[config.mk]
export PLATFORM = sky130hd
export DESIGN_NAME = counter
export DESIGN_NICKNAME = d
export VERILOG_FILES = /design/src/rtl/counter_pkg.sv /design/src/rtl/counter_wrap_counter.sv /design/src/rtl/counter.sv
export SDC_FILE = /design/constraint.sdc
export NUM_CORES = 1
export LEC_CHECK = 0
export CAP_MARGIN = 20
export CORE_MARGIN = 3
export CORE_UTILIZATION = 45
export CTS_CLUSTER_SIZE = 12
export DETAILED_ROUTE_END_ITERATION = 10
export PLACE_DENSITY = 0.73
export SYNTH_ARGS = -nofsm -noshare
export SYNTH_HDL_FRONTEND = slang
export SYNTH_HIERARCHICAL = 1
export SYNTH_SLANG_ARGS = --single-unit
[constraint.sdc]
create_clock -name clk -period 7.3 [get_ports clk]
set_input_delay 1.095 -clock clk [delete_from_list [all_inputs] [get_ports clk]]
set_output_delay 1.095 -clock clk [all_outputs]
set_load 0.03 [all_outputs]
[src/rtl/counter_pkg.sv]
// Shared widths and parameter-range helper for the raster counter.
package counter_pkg;

  localparam int COORD_W = 16;
  localparam int MAX_DIM = 65536;

  function automatic bit dim_ok(input int n);
    return (n >= 1) && (n <= MAX_DIM);
  endfunction

endpackage

[src/rtl/counter_wrap_counter.sv]
// Modulo-MAX counter: advances on inc, returns to 0 after MAX-1, flags the wrapping step.
module wrap_counter #(
  parameter int MAX   = 2,
  parameter int WIDTH = 16
) (
  input  logic             clk,
  input  logic             rst,
  input  logic             inc,
  output logic             wrap,
  output logic [WIDTH-1:0] q
);

  localparam logic [WIDTH-1:0] LAST = WIDTH'(MAX - 1);

  // wrap is a decode of the register and inc, so it is valid in the same cycle as q.
  assign wrap = inc && (q == LAST);

  always_ff @(posedge clk) begin
    if (!rst) begin
      q <= '0;
    end else if (inc) begin
      if (q == LAST) q <= '0;
      else           q <= q + WIDTH'(1);
    end
  end

endmodule

[src/rtl/counter.sv]
// Raster position counter: column x, row y, and a count of completed frames.
module counter
  import counter_pkg::*;
#(
  parameter int LINE_WIDTH = 640,
  parameter int ROW_NUMBER = 480
) (
  input  logic               clk,
  input  logic               rst,
  output logic [COORD_W-1:0] x,
  output logic [COORD_W-1:0] y,
  output logic               line_end,
  output logic               frame_end,
  output logic [COORD_W-1:0] frame_count
);

  if (!dim_ok(LINE_WIDTH) || !dim_ok(ROW_NUMBER)) begin : g_bad_param
    $error("counter: LINE_WIDTH and ROW_NUMBER must be in 1..65536");
  end

  logic x_wrap;
  logic y_wrap;

  wrap_counter #(.MAX(LINE_WIDTH), .WIDTH(COORD_W)) u_x (
    .clk  (clk),
    .rst  (rst),
    .inc  (1'b1),
    .wrap (x_wrap),
    .q    (x)
  );

  // The row advances only on the column's wrapping step, so its wrap is the frame end.
  wrap_counter #(.MAX(ROW_NUMBER), .WIDTH(COORD_W)) u_y (
    .clk  (clk),
    .rst  (rst),
    .inc  (x_wrap),
    .wrap (y_wrap),
    .q    (y)
  );

  assign line_end  = x_wrap;
  assign frame_end = y_wrap;

  always_ff @(posedge clk) begin
    if (!rst)           frame_count <= '0;
    else if (frame_end) frame_count <= frame_count + COORD_W'(1);
  end

endmodule

; ---- Yosys cells after proc, flatten, opt, wreduce, memory -nomap -nowiden
; Cells that the tools add are included.
; W data, S select, Z words.
[op_classes]
add_sub_neg = 3
n_eq_ne = 2
n_mux = 1
bitwise_logic = 1
n_reduce_logical = 2
[op_table]
columns = operator, count
row1 = $add A16 B1 Y16 const B, 3
row2 = $eq A16 B10 Y1 const B, 1
row3 = $eq A16 B9 Y1 const B, 1
row4 = $mux W16, 1
row5 = $reduce_or A2 Y1, 1
row6 = $logic_and A1 B1 Y1, 1
row7 = $not A1 Y1, 1
[word_totals]
register_bits = 48
input_bits = 2
wordCells = 12

; ---- Logic depth before layout (Yosys ltp)
; Gate-level depths: netlist (run 1).
[logic_depth]
word_depth = 2
depth_mapped = 11

; ---- Hierarchy
; The synthesis (run 1) kept the hierarchy.
[by_module_without_submodules]
columns = module, instances, cells_per_inst, area_per_inst_um2
row1 = wrap_counter at u_x, 1, 82, 760.7
row2 = wrap_counter at u_y, 1, 84, 758.2
row3 = counter, 1, 84, 748.2

; ---- Least setup slack after synthesis (run 1)
; OpenSTA, ideal clock, no wires.
[synth_path]
path_type = flip-flop to flip-flop
start = register u_x.q[0]
end = register frame_count[13]
setup_ns = 0.070
arrival_time_ns = 5.597
slack_ns = 1.633
path_stages_with_launch = 12
synth_period_minus_slack_ns = 5.667
cell_sequence = dfxtp_1 > ha_1 > and3_4 > nand4_4 > nor4_1 > and3_2 > nand3_1 > nor3_1 > nand4_4 > nor4_4 > or3b_1 > a21oi_1
[synth_between]
elab_chain_len = 2
[synth_rtl]
columns = element, line_no
row1 = from (decl), counter_wrap_counter.sv:10  ; output logic [WIDTH-1:0] q
row2 = from (signal assigned), counter_wrap_counter.sv:23  ; else q <= q + WIDTH'(1);
row3 = $eq A16 B10 Y1, counter_wrap_counter.sv:16  ; assign wrap = inc && (q == LAST);
row4 = net line_end, counter.sv:12  ; output logic line_end,
row5 = $logic_and A1 B1 Y1, counter_wrap_counter.sv:16
row6 = net frame_end, counter.sv:13  ; output logic frame_end,
row7 = to (signal assigned), counter.sv:46  ; else if (frame_end) frame_count <= frame_count + COORD_W'(1);
row8 = to (decl), counter.sv:14  ; output logic [COORD_W-1:0] frame_count
; The timed path passes the listed nets, and every way through them passes these cells.
; A chain may end at the register's enable or synchronous reset.

; ---- Worst setup path in the final report (run 1)
[layout_path]
start = register u_x.q[0]
end = output port frame_end
[layout_between]
elab_chain_len = 2
[layout_rtl]
columns = element, line_no
row1 = $eq A16 B10 Y1, counter_wrap_counter.sv:16
row2 = $logic_and A1 B1 Y1, counter_wrap_counter.sv:16
row3 = to (decl), counter.sv:13
; Every way passes these cells.

==> impl_metrics.py, run 1 <==
metrics = {
    "run_status": {
        "status": "completed",
    },
    "synth": {
        "synth_area_leaders": "dfxtp_1, xnor2_1, nor2_1",
        "yosysSeqAreaShare": 0.424,
        "syn_area_um2": 2270,
        "synth-seq-cells": 48,
        "synth_ff_type": "dfxtp_1",
        "synthesis.instances": 250,
        "synth-edff-count": 0,
        "synth_most_common_cell": "dfxtp_1",
        "synth_top_cell_by_area": "dfxtp_1",
        "synth_top_cell_area_share": 0.424,
        "synth-async-reset-ratio": 0,
        "synth.avg_cell_area_um2": 9.07,
        "synth_common_cells": "dfxtp_1, nor2_1, xnor2_1, nand2_1, nor4_1",
        "synth_cell_types": 34,
        "synth_warnings": 6,
    },
    "worst_setup_path": {
        "r2r_cells": 12,
        "start_kind": "flop",
        "worst_setup_path_end_kind": "output pin",
        "crit_type": "reg -> out",
        "cp_slowest_cell": "clkdlybuf4s50_1",
        "worst-path-max-fanout": 7,
        "critical_path.cell_chain": "ha_1, and3_4, nand4_4, nor4_1, clkbuf_2, and3_2, nand3_1, nor3_1, clkdlybuf4s50_1",
        "critical_path_required_ns": 6.20,
        "rr_startpoint": "u_x/q[0]$_SDFFE_PN0P_",
        "critPathArrivalTime_ns": 3.91,
        "timing.rr.end": "frame_count[13]$_SDFFE_PN0P_",
        "r2r_slack_ns": 3.27,
        "cp_slowest_stage_delay_ns": 0.85,
    },
    "cts": {
        "cts_resized": 0,
        "cts_buffer_depth": 2,
        "numCtsBuffers": 5,
        "cts.sinks": 48,
        "cts_tree": "yes",
        "clkLatencyLatePin_ns": 0.30,
        "cts_hold_buf": 0,
        "cts_root_buf": "clkbuf_8",
        "clk_pin_slew_ns": 0.09,
        "htree_levels": 2,
        "postCtsSetupBuffers": 0,
    },
    "global_routing": {
        "grt_remaining_overflow": 0,
        "grt_max_degree": 16,
        "grt_pass1_vias": 1761,
        "antenna_found_initial": 0,
        "grtUsageTotal": 0.172,
        "grt_first_pass_wirelength_mm": 8.40,
    },
    "cells_and_area": {
        "layout-drive-gt1-share": 0.0677,
        "multi_input_area_um2": 1250,
        "diodes": 0,
        "register_area_um2": 961,
        "nets": 314,
        "fill_cells": 419,
        "syn_to_final_growth_pct": 30.2,
    },
    "sta": {
        "slew_viol_final": 0,
        "worst_pin_slew_ns": 0.942,
        "tns_ns": 0,
        "rsz0062_at_grt": "false",
        "finalClockSkew_ns": 0.0135,
        "setup_slack_ns": 2.29,
        "slew_headroom": 0.367,
        "min_period_ns": 5.01,
        "setup_viol": 0,
        "hold_viol": 0,
        "fin_crit_sh": 0.686,
        "fmax_ghz": 0.200,
    },
    "floorplan": {
        "core-area_um2": 4790,
        "initial_utilization": 0.474,
        "placementRows": 25,
        "die_area_um2": 5930,
        "ios": 52,
        "die_w_um": 77.0,
        "die_h_um": 77.0,
    },
    "min_path": {
        "hold_depth": 2,
        "min_to": "frame_count[15]$_SDFFE_PN0P_",
        "min_path_type": "reg -> reg",
        "hold_path.startpoint": "frame_count[15]$_SDFFE_PN0P_",
    },
    "routing": {
        "remaining_drc_errors": 0,
        "drt_iter0_markers": 41,
        "wl_mm": 4.75,
        "firstDrtPassIters": 4,
        "vias": 1887,
        "viasPerCell": 5.01,
        "wl_per_cell_um": 12.6,
        "ant_nets": 0,
    },
    "power": {
        "ir_worst_vdd_uv": 105,
        "cellLeakagePower_uw": 0.00101,
        "power.density_nw_per_um2": 160,
    },
    "placed_design": {
        "place_ws_ns": 2.08,
        "hpwl_mm": 3.39,
        "gp_congestion": 0.817,
        "io_buffers": 51,
    },
    "job": {
        "cap_violations": 0,
    },
}
[kinds of logic (layout without fill, tap and decap cells)]
kind of cell / count (synthesis) / in the layout / synth area share
compound gates: 6 / 6 / 0.0320
xor+xnor: 40 / 40 / 0.155
buf+inv: 14 / 69 / 0.0331
simple gates: 132 / 132 / 0.312
mux: 6 / 6 / 0.0265
other cells: 1 / 6 / 0.00165
fa+ha+maj: 3 / 3 / 0.0166
flops: 48 / 48 / 0.424
[sequential cells by signal, summed over array words and instances, names as in the netlist]
| signal | cells |
|---|---|
| frame_count | 16 |
| u_x/q | 16 |
| u_y/q | 16 |
[where the power goes]
group          internal (uW)  total, uW  switching [uW]
sequential               263        264            1.34
combinational           5.13       14.3            9.17
clock                    102        193            91.1
[cell type report]
type / count / share of cell area
clock buffer: 6 / 0.0246
clock inverter: 2 / 0.0119
inverter: 9 / 0.0114
multi-input combinational: 193 / 0.423
sequential: 48 / 0.326
tap: 67 / 0.0284
timing repair buffer: 52 / 0.175
[per-stage QoR]
step | cell area (um^2) | power (uW) | hold slack (ns) | util | cells
floorplan | 2290 | 280 | 0.584 | - | 255
detailed placement | 2840 | 285 | 0.479 | 0.593 | 368
finish | 2950 | 471 | 0.492 | 0.617 | 377
CTS | 2950 | 475 | 0.491 | 0.616 | 376
global placement | 2840 | 285 | 0.471 | 0.593 | 368
global route | 2950 | 490 | 0.508 | 0.617 | 377
[worst max-delay path, delay by kind of cell (launching register included)]
kind	cells	cell delay, ns
and+or+nand+nor	6	1.89
adders and majority gates	1	0.22
buffers and inverters	2	1.10
DFF	1	0.41
[cell usage in the layout (no fill, tap or decap), types with 2 or more instances in the layout]
cell type,count
xor2_1,9
a21oi_1,2
nand4_2,2
xnor2_1,31
clkbuf_8,5
and2_1,3
inv_1,9
nand4_1,9
nand2b_1,2
or4_1,2
mux2i_1,6
and3_2,2
ha_1,3
clkdlybuf4s50_1,51
dfxtp_1,48
conb_1,6
nand3_1,10
nand4_4,2
nor2_1,46
nand2_1,22
nor3_1,12
nor4_1,13
[worst max path at each step]
| stage | from | endpoint | cells after the start |
|---|---|---|---|
| 6_report | u_x/q[0]$_SDFFE_PN0P_ | frame_end | 9 |
| 4_1_cts | u_x/q[0]$_SDFFE_PN0P_ | frame_end | 8 |
| 3_5_place_dp | u_x/q[0]$_SDFFE_PN0P_ | frame_end | 8 |
| 2_1_floorplan | u_x/q[0]$_SDFFE_PN0P_ | frame_count[13]$_SDFFE_PN0P_ | 11 |
| 3_3_place_gp | u_x/q[0]$_SDFFE_PN0P_ | frame_end | 8 |
| 5_1_grt | u_x/q[0]$_SDFFE_PN0P_ | frame_end | 9 |
[metal layers]
layer  vias up  GRT usage  part of all wire
li1        971          -                 -
met1       872      0.222              0.48
met2        40      0.267              0.44
met3         4     0.0657             0.058
met4         0     0.0534             0.013
met5         -          0                 0
(Power assumes the default switching activity.)
==> inputs of run 2 (changes only) <==
==> constraint.sdc (replaced) <==
create_clock -name clk -period 5.1 [get_ports clk]
set_input_delay 0.765 -clock clk [delete_from_list [all_inputs] [get_ports clk]]
set_output_delay 0.765 -clock clk [all_outputs]
set_load 0.03 [all_outputs]
==> impl_metrics.py, run 2 (synthesis results as in run 1) <==
metrics = {
    "worst_setup_path": {
        "critical_path_required_ns": 4.34,
        "start_kind": "flop",
        "crit_type": "reg -> out",
        "r2r_cells": 12,
        "worst-path-max-fanout": 7,
        "critPathArrivalTime_ns": 3.42,
        "worst_setup_path_end_kind": "output pin",
    },
    "floorplan": {
        "die_w_um": 77.0,
        "ios": 52,
        "die_area_um2": 5930,
        "placementRows": 25,
        "core-area_um2": 4790,
        "die_h_um": 77.0,
        "initial_utilization": 0.474,
    },
    "cells_and_area": {
        "top_regs": "frame_count (16), u_x/q (16), u_y/q (16)",
        "diodes": 0,
        "layout-drive-gt1-share": 0.0712,
        "register_area_um2": 961,
        "syn_to_final_growth_pct": 30.1,
        "final_area_um2": 2950,
        "fill_cells": 434,
        "multi_input_area_um2": 1260,
        "nets": 314,
        "fin_util": 0.616,
        "mostFrequentLayoutCells": "clkdlybuf4s50_1, dfxtp_1, nor2_1, xnor2_1, nand2_1",
        "final_common_cell": "clkdlybuf4s50_1",
    },
    "sta": {
        "min_period_ns": 4.18,
        "fin_crit_sh": 0.820,
        "setup_viol": 0,
        "hold_viol": 0,
        "rsz0062_at_grt": "false",
        "worst_pin_slew_ns": 0.888,
        "tns_ns": 0,
        "fmax_ghz": 0.239,
        "setup_slack_ns": 0.916,
        "slew_viol_final": 0,
        "finalClockSkew_ns": 0.00753,
        "slew_headroom": 0.406,
    },
    "routing": {
        "remaining_drc_errors": 0,
        "firstDrtPassIters": 4,
        "ant_nets": 0,
        "wl_per_cell_um": 12.0,
        "wl_mm": 4.52,
        "viasPerCell": 4.93,
        "drt_iter0_markers": 52,
        "vias": 1855,
    },
    "power": {
        "comb_power_share": 0.032,
        "clockPowerShare": 0.376,
        "ir_worst_vdd_uv": 193,
        "cellLeakagePower_uw": 0.00100,
        "p_int_uw": 504,
        "power.density_nw_per_um2": 216,
        "seq_power_share": 0.592,
        "switchingPower_uw": 134,
        "p_sw_frac": 0.210,
    },
    "cts": {
        "clkLatencyLatePin_ns": 0.29,
        "cts.sinks": 48,
        "numCtsBuffers": 5,
        "cts_tree": "yes",
        "htree_levels": 2,
        "cts_root_buf": "clkbuf_8",
        "cts_hold_buf": 0,
        "cts_buffer_depth": 2,
        "clk_pin_slew_ns": 0.08,
        "cts_resized": 0,
        "postCtsSetupBuffers": 0,
    },
    "placed_design": {
        "hpwl_mm": 3.30,
        "place_ws_ns": 1.22,
        "place_area_um2": 2850,
        "io_buffers": 51,
        "gp_congestion": 0.756,
    },
    "job": {
        "cap_violations": 0,
    },
    "min_path": {
        "hold_depth": 2,
        "min_path_type": "reg -> reg",
    },
    "global_routing": {
        "grtUsageTotal": 0.161,
        "grt_pass1_vias": 1688,
        "grt_remaining_overflow": 0,
        "grt_max_degree": 16,
        "grt_first_pass_wirelength_mm": 7.77,
        "antenna_found_initial": 0,
    },
    "run_status": {
        "status": "completed",
    },
}
-- run 2: worst paths after layout --
path	from	to	slack, ns
setup / recovery	u_x/q[0]$_SDFFE_PN0P_	frame_end	0.92
hold / removal	frame_count[14]$_SDFFE_PN0P_	frame_count[14]$_SDFFE_PN0P_	0.49
setup reg to reg	u_x/q[0]$_SDFFE_PN0P_	frame_count[13]$_SDFFE_PN0P_	1.59
hold reg to reg	frame_count[14]$_SDFFE_PN0P_	frame_count[14]$_SDFFE_PN0P_	0.49
-- run 2: cell type report --
class,count,share of cell area
flip-flops and latches,48,0.326
multi-input cells,193,0.426
well taps,67,0.0284
inverters,9,0.0115
repair buffers,52,0.176
clock buffers,7,0.0327
-- run 2: critical path: stages, from the launching register on --
cell and delay [ns]:
dfxtp_1 0.39, ha_1 0.21, and3_4 0.21, nand4_4 0.14, nor4_2 0.61, and3_2 0.33
nand3_1 0.14, nor3_1 0.22, buf_4 0.19, clkdlybuf4s50_1 0.67
-- run 2: metrics by stage --
stage	hold WS, ns	total power [uW]	cells
6_report	0.486	638	376
5_1_grt	0.509	670	376
4_1_cts	0.488	646	376
3_5_place_dp	0.476	407	369
3_3_place_gp	0.468	407	369
2_1_floorplan	0.584	401	255
-- run 2: metal layers --
metal  track usage  vias up  share of wire
met5             0        -              0
met2         0.263       30           0.46
li1              -      959              -
met1         0.204      861           0.48
met4        0.0534        0          0.013
met3        0.0469        5          0.045
-- run 2: power by group through the flow --
stage | logic [uW] | clock network, uW | registers, uW
2_1_floorplan | 11.4 | 0 | 390
3_3_place_gp | 20.8 | 0 | 387
3_5_place_dp | 20.7 | 0 | 387
4_1_cts | 20.8 | 247 | 378
5_1_grt | 23.0 | 268 | 378
6_report | 20.7 | 240 | 378
